[src/rtl/instr_sequencer_pkg.sv]
// Shared types and constants for the instruction sequencer slice.
package instr_sequencer_pkg;

    localparam int unsigned WORD_W = 12;

    typedef enum logic [1:0] {
        S_IDLE,
        S_ISSUE,
        S_WAIT,
        S_OUTPUT
    } seq_state_t;

endpackage

[src/rtl/instr_sequencer_if.sv]
// Host/processor handshake bundle between the pins and the sequencer.
interface instr_sequencer_if #(
    parameter int unsigned WIDTH = 12
);

    logic [WIDTH-1:0] in_data;
    logic             in_valid;
    logic             in_ready;
    logic [WIDTH-1:0] proc_instr;
    logic             proc_start;
    logic [WIDTH-1:0] proc_result;
    logic             proc_done;
    logic [WIDTH-1:0] out_data;
    logic             out_valid;
    logic             out_ready;
    logic             timeout_err;
    logic             busy;

    // Host and processor model side
    modport master (
        output in_data, in_valid, proc_result, proc_done, out_ready,
        input  in_ready, proc_instr, proc_start, out_data, out_valid, timeout_err, busy
    );

    // Sequencer side
    modport slave (
        input  in_data, in_valid, proc_result, proc_done, out_ready,
        output in_ready, proc_instr, proc_start, out_data, out_valid, timeout_err, busy
    );

endinterface

[src/rtl/instr_sequencer_fifo.sv]
// Registered synchronous instruction FIFO; head is the oldest word.
module instr_sequencer_fifo #(
    parameter int unsigned WIDTH = 12,
    parameter int unsigned DEPTH = 4
) (
    input  logic             clk,
    input  logic             rst,
    input  logic             push,
    input  logic             pop,
    input  logic [WIDTH-1:0] wdata,
    output logic [WIDTH-1:0] head,
    output logic             full,
    output logic             empty
);

    localparam int unsigned AW = $clog2(DEPTH);
    localparam int unsigned CW = AW + 1;

    logic [WIDTH-1:0] mem [DEPTH];
    logic [AW-1:0]    wr_ptr;
    logic [AW-1:0]    rd_ptr;
    logic [CW-1:0]    count;

    assign head  = mem[rd_ptr];
    assign full  = (count == CW'(DEPTH));
    assign empty = (count == '0);

    // Storage, pointers and occupancy
    always_ff @(posedge clk or posedge rst) begin
        if (rst) begin
            wr_ptr <= '0;
            rd_ptr <= '0;
            count  <= '0;
            for (int i = 0; i < int'(DEPTH); i++) begin
                mem[i] <= '0;
            end
        end else begin
            if (push) begin
                mem[wr_ptr] <= wdata;
                wr_ptr      <= wr_ptr + AW'(1);
            end
            if (pop) begin
                rd_ptr <= rd_ptr + AW'(1);
            end
            case ({push, pop})
                2'b10:   count <= count + CW'(1);
                2'b01:   count <= count - CW'(1);
                default: count <= count;
            endcase
        end
    end

endmodule

[src/rtl/instr_sequencer.sv]
// Issues buffered instructions to the processor one at a time and returns
// each result (or an all-ones error word on timeout) to the host.
module instr_sequencer
    import instr_sequencer_pkg::*;
#(
    parameter int unsigned WIDTH   = WORD_W,
    parameter int unsigned DEPTH   = 4,
    parameter int unsigned TIMEOUT = 255
) (
    input  logic                clk,
    input  logic                rst,
    instr_sequencer_if.slave    bus
);

    localparam int unsigned TW = $clog2(TIMEOUT + 1);

    seq_state_t       state_q, state_d;
    logic [WIDTH-1:0] instr_q, instr_d;
    logic             start_q;
    logic [TW-1:0]    timer_q, timer_d;
    logic [WIDTH-1:0] out_data_q, out_data_d;
    logic             out_valid_q, out_valid_d;
    logic             err_q, err_d;

    logic [WIDTH-1:0] fifo_head;
    logic             fifo_full;
    logic             fifo_empty;
    logic             in_ready_c;
    logic             push_c;
    logic             pop_c;

    assign in_ready_c = ~fifo_full & ~rst;
    assign push_c     = bus.in_valid & in_ready_c;

    instr_sequencer_fifo #(
        .WIDTH (WIDTH),
        .DEPTH (DEPTH)
    ) u_fifo (
        .clk   (clk),
        .rst   (rst),
        .push  (push_c),
        .pop   (pop_c),
        .wdata (bus.in_data),
        .head  (fifo_head),
        .full  (fifo_full),
        .empty (fifo_empty)
    );

    // Next-state and next-register values for the issue/wait/return sequence
    always_comb begin
        state_d     = state_q;
        instr_d     = instr_q;
        timer_d     = timer_q;
        out_data_d  = out_data_q;
        out_valid_d = out_valid_q;
        err_d       = err_q;
        pop_c       = 1'b0;
        case (state_q)
            S_IDLE: begin
                if (!fifo_empty) begin
                    instr_d = fifo_head;
                    pop_c   = 1'b1;
                    state_d = S_ISSUE;
                end
            end
            S_ISSUE: begin
                timer_d = '0;
                state_d = S_WAIT;
            end
            S_WAIT: begin
                if (bus.proc_done) begin
                    out_data_d  = bus.proc_result;
                    out_valid_d = 1'b1;
                    state_d     = S_OUTPUT;
                end else if (timer_q == TW'(TIMEOUT - 1)) begin
                    out_data_d  = {WIDTH{1'b1}};
                    out_valid_d = 1'b1;
                    err_d       = 1'b1;
                    state_d     = S_OUTPUT;
                end else begin
                    timer_d = timer_q + TW'(1);
                end
            end
            S_OUTPUT: begin
                if (bus.out_ready) begin
                    out_valid_d = 1'b0;
                    state_d     = S_IDLE;
                end
            end
            default: state_d = S_IDLE;
        endcase
    end

    // State and output registers; reset aborts any instruction in flight
    always_ff @(posedge clk or posedge rst) begin
        if (rst) begin
            state_q     <= S_IDLE;
            instr_q     <= '0;
            start_q     <= 1'b0;
            timer_q     <= '0;
            out_data_q  <= '0;
            out_valid_q <= 1'b0;
            err_q       <= 1'b0;
        end else begin
            state_q     <= state_d;
            instr_q     <= instr_d;
            start_q     <= (state_d == S_ISSUE);
            timer_q     <= timer_d;
            out_data_q  <= out_data_d;
            out_valid_q <= out_valid_d;
            err_q       <= err_d;
        end
    end

    assign bus.in_ready    = in_ready_c;
    assign bus.proc_instr  = instr_q;
    assign bus.proc_start  = start_q;
    assign bus.out_data    = out_data_q;
    assign bus.out_valid   = out_valid_q;
    assign bus.timeout_err = err_q;
    assign bus.busy        = (state_q != S_IDLE) | ~fifo_empty;

endmodule

[src/flat_wrapper.sv]
// flat-port wrapper written by rule: the top's interface ports become plain ports
module instr_sequencer_flat import instr_sequencer_pkg::*;
#(
    parameter int unsigned WIDTH   = WORD_W,
    parameter int unsigned DEPTH   = 4,
    parameter int unsigned TIMEOUT = 255
)
  (clk, rst, bus_in_data, bus_in_valid, bus_proc_result, bus_proc_done, bus_out_ready, bus_in_ready, bus_proc_instr, bus_proc_start, bus_out_data, bus_out_valid, bus_timeout_err, bus_busy);
  instr_sequencer_if #(.WIDTH(WIDTH)) bus_i ();
  input  logic clk;
  input  logic rst;
  input wire logic [$bits(bus_i.in_data)-1:0] bus_in_data;
  input wire logic [$bits(bus_i.in_valid)-1:0] bus_in_valid;
  input wire logic [$bits(bus_i.proc_result)-1:0] bus_proc_result;
  input wire logic [$bits(bus_i.proc_done)-1:0] bus_proc_done;
  input wire logic [$bits(bus_i.out_ready)-1:0] bus_out_ready;
  output wire logic [$bits(bus_i.in_ready)-1:0] bus_in_ready;
  output wire logic [$bits(bus_i.proc_instr)-1:0] bus_proc_instr;
  output wire logic [$bits(bus_i.proc_start)-1:0] bus_proc_start;
  output wire logic [$bits(bus_i.out_data)-1:0] bus_out_data;
  output wire logic [$bits(bus_i.out_valid)-1:0] bus_out_valid;
  output wire logic [$bits(bus_i.timeout_err)-1:0] bus_timeout_err;
  output wire logic [$bits(bus_i.busy)-1:0] bus_busy;
  assign bus_i.in_data = bus_in_data;
  assign bus_i.in_valid = bus_in_valid;
  assign bus_i.proc_result = bus_proc_result;
  assign bus_i.proc_done = bus_proc_done;
  assign bus_i.out_ready = bus_out_ready;
  assign bus_in_ready = bus_i.in_ready;
  assign bus_proc_instr = bus_i.proc_instr;
  assign bus_proc_start = bus_i.proc_start;
  assign bus_out_data = bus_i.out_data;
  assign bus_out_valid = bus_i.out_valid;
  assign bus_timeout_err = bus_i.timeout_err;
  assign bus_busy = bus_i.busy;
  instr_sequencer #(.WIDTH(WIDTH), .DEPTH(DEPTH), .TIMEOUT(TIMEOUT)) u_core (.clk(clk), .rst(rst), .bus(bus_i));
endmodule
[config.mk]
export PLATFORM = sky130hd
export DESIGN_NAME = instr_sequencer_flat
export DESIGN_NICKNAME = d
export VERILOG_FILES = /design/src/rtl/instr_sequencer_pkg.sv /design/src/rtl/instr_sequencer_if.sv /design/src/rtl/instr_sequencer_fifo.sv /design/src/rtl/instr_sequencer.sv /design/src/flat_wrapper.sv
export SDC_FILE = /design/constraint.sdc
export NUM_CORES = 1
export LEC_CHECK = 0
export ABC_CLOCK_PERIOD_IN_PS = 5500
export CORE_MARGIN = 8
export CORE_UTILIZATION = 30
export DETAILED_ROUTE_END_ITERATION = 8
export GPL_ROUTABILITY_DRIVEN = 0
export SLEW_MARGIN = 10
export SYNTH_ARGS = -nofsm -noshare
export SYNTH_HDL_FRONTEND = slang
export SYNTH_SLANG_ARGS = --single-unit
[constraint.sdc]
create_clock -name clk -period 5.5 [get_ports clk]
set_input_delay 1.375 -clock clk [delete_from_list [all_inputs] [get_ports clk]]
set_output_delay 1.375 -clock clk [all_outputs]
set_load 0.005 [all_outputs]
==> metrics.txt <==
RSZ-0062 raised after global routing=no; core area=14500 um^2; Slew Viols, Final=0; Design Area, Final=5410 um^2; global-route wire length before repair=15500 um; MaxCap Viol Count=0; CTS resizes=0; leading area contributor after synthesis=dfrtp_1; Reg-to-Reg Start=u_core.state_q[1]; Switching Share=30.1%; Final Hold Viols=0; Placed Area=5120 um^2; hold_buf cts=0; r2r setup slk=3.04 ns; largest net degree at the start of global routing=60; Port Buffers=57; Final period util=70.7%; CTS clk-pin slew, worst paths=0.06 ns; ys flop type=dfrtp_1; Buf/Inv on CP=3; cts bufs inserted=9; Die Span X=138 um; Fmax=257 MHz; total chip power=3.04 mW; Clk pwr share=19.6%; VDD IR max=0.195 mV; vias in the first global route=2931; Post-CTS Setup Bufs=0; Post-synth EDFFs=0; Setup crit end kind=primary output; clock skew=0.00771 ns; run status=finished clean; Slew headroom=40.8%; post-DP HPWL=6070 um; CP startpoint=rst; Total GRT Usage=10.4%; DIE HEIGHT=138 um; GRT overflow=0; leak pwr=2.39 nW; crit-path most repeated cell=clkdlybuf4s50_1; post-layout min period=3.89 ns; P per Cell Area=562 nW/um^2; CTS tree=yes; Avg WL per Cell=16.7 um; Flop pwr share=41.8%; total number of cells along the worst setup path=4; Critical Path AT=2.51 ns; vias per cell=4.81; Final Util=37.2%; Worst EP required=4.12 ns; IO Count=58; Clock Tree Buf Depth=2; clock insertion delay at the later pin of the skew report=0.34 ns; Die ar.=19000 um^2; Initial DRT Pass Iterations=4; Register-to-Register Path Depth=6; cells after synthesis=305; setup TNS=0 ns; Synth Register Bits=92; number of antenna diodes=0; Worst path max stage delay=0.49 ns; routed wire length=9130 um; ys async rst share=100%; switching pwr=0.914 mW; fin nets=395; clock sinks=92; number of vias in the routed layout=2631; Starting Density=30.7%; critical path class=in2out; Synth top area share=51.6%; Synth Net Count=342; CP endpoint=bus_in_ready; CP Max Fanout=2; CP max stage cell=clkdlybuf4s50_1; # fillers=1418; post-synthesis sequential area ratio=51.6%; row cnt=44; CTS H-tree depth=3; synth top area cells=dfrtp_1, mux2_4, mux4_2; Avg Cell Area, Syn=14.6 um^2; reg2reg end=u_core.u_fifo.count[1]; DRC=0; P&R area growth vs syn=21.1%; Gate power share=38.6%; Setup Viol. Count Final=0; initial antenna violation count=0; Root Driver=clkbuf_16; Cell Area, Synth=4460 um^2; crit-path cells=clkdlybuf4s50_1 -> clkinv_2 -> and2_2 -> clkdlybuf4s50_1; Slew @ Worst Pin=0.888 ns; CP top delay family=buffers and inverters; Initial DRC Count=95; CP Launch Type=input port; Post-DRT Antenna Nets=0; Yosys warnings=0; cell-internal power=2.12 mW; Hold WC Path Type=reg2reg; Synth cell types=46; layout cells sized above 1=27.8%
==> worst min path at each step <==
stage                     slack [ns]  cells past startpoint              startpoint                endpoint
after CTS                       0.49                      2  u_core.bus.timeout_err  u_core.bus.timeout_err
after global routing            0.52                      1   u_core.u_fifo.mem[25]   u_core.u_fifo.mem[25]
after detailed placement        0.47                      2  u_core.bus.timeout_err  u_core.bus.timeout_err
after global placement          0.45                      2  u_core.bus.timeout_err  u_core.bus.timeout_err
final                           0.48                      2  u_core.bus.timeout_err  u_core.bus.timeout_err
after floorplan                 0.46                      2  u_core.bus.timeout_err  u_core.bus.timeout_err
==> placed cells by master (no fill, tap or decap), drive strengths merged, types with 8 or more instances in the layout <==
cell type,synthesis,final
mux4,12,12
nor2,14,14
o22ai,12,12
nand3,10,10
inv,8,8
clkbuf,5,12
nand2,9,9
clkdlybuf4s50,0,57
mux2,61,61
dfrtp,92,92
a21oi,13,13
==> power by group through the flow <==
stage	Clock (mW)	Sequential [mW]	Combinational, mW
6_report	0.595	1.27	1.17
4_1_cts	0.612	1.27	1.19
5_1_grt	0.637	1.32	1.28
3_3_place_gp	0	1.26	1.16
3_5_place_dp	0	1.27	1.19
2_1_floorplan	0	1.17	0.937
==> metrics by stage <==
step / hold slack (ns) / worst slack [ns] / instances
2_1_floorplan: 0.460 / 0.406 / 305
6_report: 0.483 / 1.61 / 547
5_1_grt: 0.525 / 1.56 / 547
3_3_place_gp: 0.454 / 1.60 / 531
3_5_place_dp: 0.465 / 1.60 / 531
4_1_cts: 0.485 / 1.60 / 547
==> worst min-delay path, delay by kind of cell, from the launching register on <==
| family | cells | cell delay (ns) |
|---|---|---|
| DFF | 1 | 0.35 |
| buffers and inverters | 1 | 0.04 |
| AOI/OAI and AO/OA | 1 | 0.05 |
==> final cells by class <==
cell class,count,area (um^2),share of cell area [%]
sequential,92,2300,42.6
multi-input combinational,188,1970,36.4
timing repair buffer,59,586,10.8
clock buffer,12,256,4.75
tap,184,230,4.26
clock inverter,4,31.3,0.579
inverter,8,31.3,0.579
==> registers in the layout, summed over array words and instances (netlist names) <==
name                    count
u_core.bus.proc_start       1
u_core.u_fifo.wr_ptr        2
u_core.bus.out_data        12
u_core.timer_q              8
u_core.bus.out_valid        1
u_core.u_fifo.count         3
u_core.u_fifo.rd_ptr        2
u_core.state_q              2
u_core.u_fifo.mem          48
u_core.bus.timeout_err      1
u_core.bus.proc_instr      12
==> cells by family (layout without fill, tap and decap cells) <==
family / after synthesis / count (layout) / share of synthesized area, %
muxes: 76 / 76 / 26.2
xor gates and xnor gates: 6 / 6 / 1.18
DFF: 92 / 92 / 51.6
adders and majority gates: 8 / 8 / 2.41
and+or+nand+nor: 56 / 56 / 8.24
buffers and inverters: 25 / 83 / 4.32
AOI/OAI and AO/OA: 42 / 42 / 6.03
==> cells in the mapped netlist, drive strengths merged, types with 3 or more instances <==
| library cell | number |
|---|---|
| a31oi | 3 |
| nand2 | 9 |
| o21ai | 3 |
| inv | 8 |
| clkbuf | 5 |
| nand3 | 10 |
| dfrtp | 92 |
| buf | 12 |
| nor2b | 3 |
| nor2 | 14 |
| o22ai | 12 |
| mux2i | 3 |
| ha | 7 |
| a21oi | 13 |
| mux4 | 12 |
| and2 | 7 |
| mux2 | 61 |
| xnor2 | 5 |
==> metal layers <==
metal | wire, um | part of all wire [%] | GRT usage [%] | vias up
met5 | 0 | 0 | 0 | -
met4 | 105 | 1.1 | 3.46 | 0
met3 | 686 | 7.5 | 4.35 | 10
met2 | 4220 | 46 | 16.2 | 61
met1 | 4120 | 45 | 12.7 | 1344
li1 | - | - | - | 1216
Power figures use the tool's default switching activity.
